`src/rtl/pause_button_conditioner.sv`:
```
// Pause-button front end: 2-flop synchroniser, debounce FSM, press/release pulses and a pause toggle.
// Defining PAUSE_BTN_LONG_PRESS_EN adds a one-shot long-hold pulse; otherwise long_press_pulse is 0.
module pause_button_conditioner #(
  parameter int unsigned DEBOUNCE_CYCLES   = 1000000,
  parameter int unsigned LONG_PRESS_CYCLES = 200000000
) (
  input  logic clk_100mhz,
  input  logic rst,
  input  logic btn_in,
  input  logic toggle_clr,
  output logic btn_level,
  output logic press_pulse,
  output logic release_pulse,
  output logic pause_toggle,
  output logic long_press_pulse
);

`ifdef PAUSE_BTN_LONG_PRESS_EN
  localparam int CW = $clog2(LONG_PRESS_CYCLES + 1);
  localparam logic [CW-1:0] LP_LAST = CW'(LONG_PRESS_CYCLES - 1);
  localparam logic [CW-1:0] LP_SAT  = CW'(LONG_PRESS_CYCLES);
`else
  localparam int CW = (DEBOUNCE_CYCLES > 1) ? $clog2(DEBOUNCE_CYCLES) : 1;
`endif
  localparam logic [CW-1:0] DB_LAST = CW'(DEBOUNCE_CYCLES - 1);

  typedef enum logic [1:0] {
    S_IDLE        = 2'd0,
    S_ARM_PRESS   = 2'd1,
    S_HELD        = 2'd2,
    S_ARM_RELEASE = 2'd3
  } state_t;

  state_t        r_state, w_state_nxt;
  logic [1:0]    r_sync;
  logic [CW-1:0] r_cnt, w_cnt_nxt;
  logic          r_level, r_press, r_release, r_toggle;
  logic          w_sync1, w_press, w_release;
`ifdef PAUSE_BTN_LONG_PRESS_EN
  logic          r_long, r_fired, w_long, w_fired_nxt;
`endif

  assign w_sync1 = r_sync[1];

  always_comb begin
    w_state_nxt = r_state;
    w_cnt_nxt   = r_cnt;
    w_press     = 1'b0;
    w_release   = 1'b0;
`ifdef PAUSE_BTN_LONG_PRESS_EN
    w_long      = 1'b0;
    w_fired_nxt = r_fired;
`endif
    case (r_state)
      S_IDLE: begin
        if (w_sync1) w_state_nxt = S_ARM_PRESS;
      end
      S_ARM_PRESS: begin
        if (!w_sync1) begin
          w_state_nxt = S_IDLE;
        end else if (r_cnt == DB_LAST) begin
          w_state_nxt = S_HELD;
          w_press     = 1'b1;
        end else begin
          w_cnt_nxt = r_cnt + CW'(1);
        end
      end
      S_HELD: begin
        if (!w_sync1) begin
          w_state_nxt = S_ARM_RELEASE;
        end
`ifdef PAUSE_BTN_LONG_PRESS_EN
        // Count saturates and the fired flag survives release bounces: one pulse per hold.
        else if (r_cnt != LP_SAT) begin
          w_cnt_nxt = r_cnt + CW'(1);
          if (r_cnt == LP_LAST && !r_fired) begin
            w_long      = 1'b1;
            w_fired_nxt = 1'b1;
          end
        end
`endif
      end
      S_ARM_RELEASE: begin
        if (w_sync1) begin
          w_state_nxt = S_HELD;
        end else if (r_cnt == DB_LAST) begin
          w_state_nxt = S_IDLE;
          w_release   = 1'b1;
`ifdef PAUSE_BTN_LONG_PRESS_EN
          w_fired_nxt = 1'b0;
`endif
        end else begin
          w_cnt_nxt = r_cnt + CW'(1);
        end
      end
      default: w_state_nxt = S_IDLE;
    endcase
    if (w_state_nxt != r_state) w_cnt_nxt = '0;
  end

  always_ff @(posedge clk_100mhz or posedge rst) begin
    if (rst) begin
      r_sync    <= 2'b00;
      r_state   <= S_IDLE;
      r_cnt     <= '0;
      r_level   <= 1'b0;
      r_press   <= 1'b0;
      r_release <= 1'b0;
      r_toggle  <= 1'b0;
    end else begin
      r_sync    <= {r_sync[0], btn_in};
      r_state   <= w_state_nxt;
      r_cnt     <= w_cnt_nxt;
      r_level   <= (w_state_nxt == S_HELD) || (w_state_nxt == S_ARM_RELEASE);
      r_press   <= w_press;
      r_release <= w_release;
      // Clear wins over a coincident press toggle.
      if (toggle_clr)   r_toggle <= 1'b0;
      else if (w_press) r_toggle <= ~r_toggle;
    end
  end

`ifdef PAUSE_BTN_LONG_PRESS_EN
  always_ff @(posedge clk_100mhz or posedge rst) begin
    if (rst) begin
      r_long  <= 1'b0;
      r_fired <= 1'b0;
    end else begin
      r_long  <= w_long;
      r_fired <= w_fired_nxt;
    end
  end
  assign long_press_pulse = r_long;
`else
  assign long_press_pulse = 1'b0;
`endif

  assign btn_level     = r_level;
  assign press_pulse   = r_press;
  assign release_pulse = r_release;
  assign pause_toggle  = r_toggle;

endmodule

```
`config.mk`:
```
export PLATFORM = sky130hd
export DESIGN_NAME = pause_button_conditioner
export DESIGN_NICKNAME = d
export VERILOG_FILES = /design/src/rtl/pause_button_conditioner.sv
export SDC_FILE = /design/constraint.sdc
export NUM_CORES = 1
export LEC_CHECK = 0
export CORE_ASPECT_RATIO = 0.8
export CORE_MARGIN = 1.5
export CORE_UTILIZATION = 43
export CTS_CLUSTER_DIAMETER = 60
export CTS_CLUSTER_SIZE = 30
export DETAILED_ROUTE_END_ITERATION = 12
export GPL_ROUTABILITY_DRIVEN = 0
export PLACE_DENSITY = 0.67
export SKIP_LAST_GASP = 1
export SLEW_MARGIN = 5
export SYNTH_ARGS = -nofsm -noshare
export SYNTH_HDL_FRONTEND = slang
export SYNTH_SLANG_ARGS = --single-unit
```
`constraint.sdc`:
```
create_clock -name clk_100mhz -period 3.55 [get_ports clk_100mhz]
set_clock_uncertainty 0.2 [all_clocks]
set_input_delay 1.065 -clock clk_100mhz [delete_from_list [all_inputs] [get_ports clk_100mhz]]
set_output_delay 1.065 -clock clk_100mhz [all_outputs]
set_load 0.05 [all_outputs]
```
==> summary.txt <==
Hold path
  – Worst min-delay path class: flip-flop to flip-flop

Timing
  – TNS Setup: 0 ns
  – Final critical-path required period: roughly 2.7 ns
  – Tcrit/Tclk final: 76.5%
  – Final hold vios: 0
  – Max-slew violations: 0
  – Final number of setup-violating endpoints: 0
  – Fmax achieved: approximately 370 MHz
  – RSZ-0062 raised after global routing: false
  – Slew @ Worst Pin: between 0.5 and 0.6 ns
  – Slew Limit Headroom: roughly 66%
  – Final Worst Setup Slack: ~0.83 ns

Drt
  – Vias/cell: about 5.3
  – Routed vias: 1,017
  – Routed wire per std cell: between 10 and 15 um
  – Post-Route WL: 2640 um
  – Starting DRC count in detailed routing: between 40 and 50
  – Residual DRC count: 0
  – Drt pass-1 iters: 4
  – Antenna viol nets, final: 0

Synth
  – Synth Net Count: about 150
  – Register area share after synthesis: 48.8%
  – Post-Synth Simple-Gate Area: approximately 29%
  – Mapped Area: ~1400 um^2
  – Netlist cell types: 38
  – Ys async rst share: 100%
  – Xor/xnor share of the synthesized area: ~8.5%
  – Ys flop type: dfrtp_1
  – Synth Area in Compound Gates: between 9 and 10%
  – Largest family of logic cells by synthesized area: simple AND/OR/NAND/NOR gates
  – Post-synthesis mux area share: under 10%
  – Mean area per synthesized cell: between 10 and 15 um^2
  – Count of state elements after synthesis: 28
  – Post-Synth Adder-Cell Area: 0.871%
  – Cells after synthesis: 140
  – Synth Warn #: 0
  – Post-synth EDFFs: 0

Clocking
  – Htree depth: 1
  – Root Driver: clkbuf_8
  – TritonCTS clock tree: built
  – Clock Sinks: 28
  – Skew-Pair Late Insertion Delay: roughly 0.27 ns
  – Cts hold-fix bufs: 0
  – Total CTS buffers: 3
  – Clock slew at reported path FFs: 0.09 ns
  – Post-CTS Setup Inserts: 0
  – Clock tree buffer depth: 2
  – Resized Gates After CTS: 0

Worst setup path
  – Crit-path max cell delay: about 0.8 ns
  – CP Launch Type: flip-flop
  – CP bufs+invs: 1
  – Slowest stage cell, crit path: clkdlybuf4s50_1
  – Critical path class: flip-flop to primary output
  – CP Cell Sequence: clkdlybuf4s50_1
  – WP data required: around 2.3 ns
  – Crit path max fanout: 2
  – Worst Setup End Kind: primary output
  – Critical path arrival: 1.45 ns
  – Crit path max-delay family: buffers and inverters

Floorplan
  – Die Width: 67.6 um
  – Rows: 18
  – Chip Height: 54.7 um
  – # IOs: 9
  – Starting Density: a little under half
  – Die area: around 3700 um^2
  – Core area: approximately 3100 um^2

Placed design
  – HPWL after detailed placement: 1950 um
  – Placed cell area: about 1600 um^2
  – Pre-CTS WS: about 1.1 ns
  – Number of port buffers: 7

Finish
  – Inserted Diodes: 0
  – Area Overhead vs Synth: 12.7%
  – Final standard cell area without fillers: 1620 um^2
  – Layout cell share with drive strength beyond 1: under 10%
  – Layout Nets: around 160
  – Finished Core Util: around half
  – Fill cells: ~260

Flow run
  – Max Cap Violations: 0

Global routing
  – Global-route wire length before repair: around 4600 um
  – Total congestion overflow: 0
  – Largest net degree at the start of global routing: 29
  – Overall Global Routing Usage: between 15 and 20%
  – Vias in the first global route: around 940
  – Initial antenna violation count: 0

Outcome
  – Status: finished clean

Power
  – Total power draw: ~560 uW
  – Leak: ~0.00069 uW
  – Peak VDD IR: around 0.00022 V
  – P per Cell Area: 343 nW/um^2
Yosys cell counts (2+ instances only):
master   number  share of area, %
inv_1         5               1.3
or3_1         4               1.7
xnor2_1       4               2.4
o21ai_0       7               2.4
mux2_1        2               1.6
and3_1        5               2.2
nor3b_1       2               1.0
nand2_1      12               3.1
a21oi_1       5               1.7
nand3_1      12               4.2
xor2_1       10               6.1
nand4_1       3               1.3
nor2_1       15               3.9
dfrtp_1      28                49
and2_1        2              0.87
nor4_1        2              0.87
path summary, 6_finish.rpt:
| check | from | endpoint | slack, ns | cells past startpoint |
|---|---|---|---|---|
| setup / recovery | pause_toggle | pause_toggle | 0.83 | 1 |
| hold / removal | r_sync[0] | r_sync[1] | 0.15 | 0 |
| setup reg to reg | r_cnt[0] | r_state[1] | 1.32 | 6 |
| hold reg to reg | r_sync[0] | r_sync[1] | 0.15 | 0 |
| max in group asynchronous | rst | r_cnt[19] | 1.94 | 3 |
| min in group asynchronous | rst | pause_toggle | 0.95 | 3 |
placed cells by master (no fill, tap or decap), drive strengths merged, types with 2 or more instances in the layout:
cell type,netlist,final
dfrtp,28,28
and3,5,5
xnor2,4,4
xor2,10,10
and2,2,2
or3,4,4
nand2,13,13
mux2,2,2
nor3b,2,2
nand4,4,4
o21ai,8,8
nand3,13,13
nor2,17,17
nor4,3,3
buf,1,2
a21oi,5,5
clkbuf,0,4
clkdlybuf4s50,0,7
inv,5,5
per-layer routing:
| metal | GRT usage, % | up-vias | routed length, um |
|---|---|---|---|
| met2 | 26.5 | 23 | 1140 |
| met4 | 3.06 | 0 | 0 |
| met5 | 0 | - | 0 |
| met1 | 24.4 | 482 | 1360 |
| li1 | - | 512 | - |
| met3 | 4.94 | 0 | 131 |
registers in the layout (all words and copies together) (netlist names):
signal / flops
r_cnt: 20
release_pulse: 1
pause_toggle: 1
press_pulse: 1
r_state: 2
btn_level: 1
r_sync: 2
stage by stage:
stage | hold slack (ns) | instances
4_1_cts | 0.157 | 192
3_3_place_gp | 0.132 | 188
2_1_floorplan | 0.131 | 140
3_5_place_dp | 0.136 | 188
5_1_grt | 0.165 | 192
6_report | 0.153 | 192
where the power goes:
part	internal [uW]	switching, uW	total (uW)	leakage, uW
Sequential	322	4.06	326	0.000383
Clock	99.3	94.2	193	0.0000288
Combinational	12.6	23.6	36.1	0.000276
Total	434	122	556	0.000688
cells by family (layout without fill, tap and decap cells):
group                      after synthesis  after routing
adders and majority gates                1              1
AOI/OAI and AO/OA                       19             19
muxes                                    2              2
buffers and inverters                    6             18
other                                    1              1
DFF                                     28             28
xor gates and xnor gates                14             14
and+or+nand+nor                         69             69
cell type report:
cell class                      count  area [um^2]  area share [%]
Sequential cell                    28          701            43.3
Multi-Input combinational cell    106          709            43.8
Inverter                            5         18.8            1.16
Tap cell                           40         50.0            3.09
Timing Repair Buffer                9         85.1            5.26
Clock buffer                        4         55.1            3.40
Note: power is estimated with default switching activity, not from simulation.
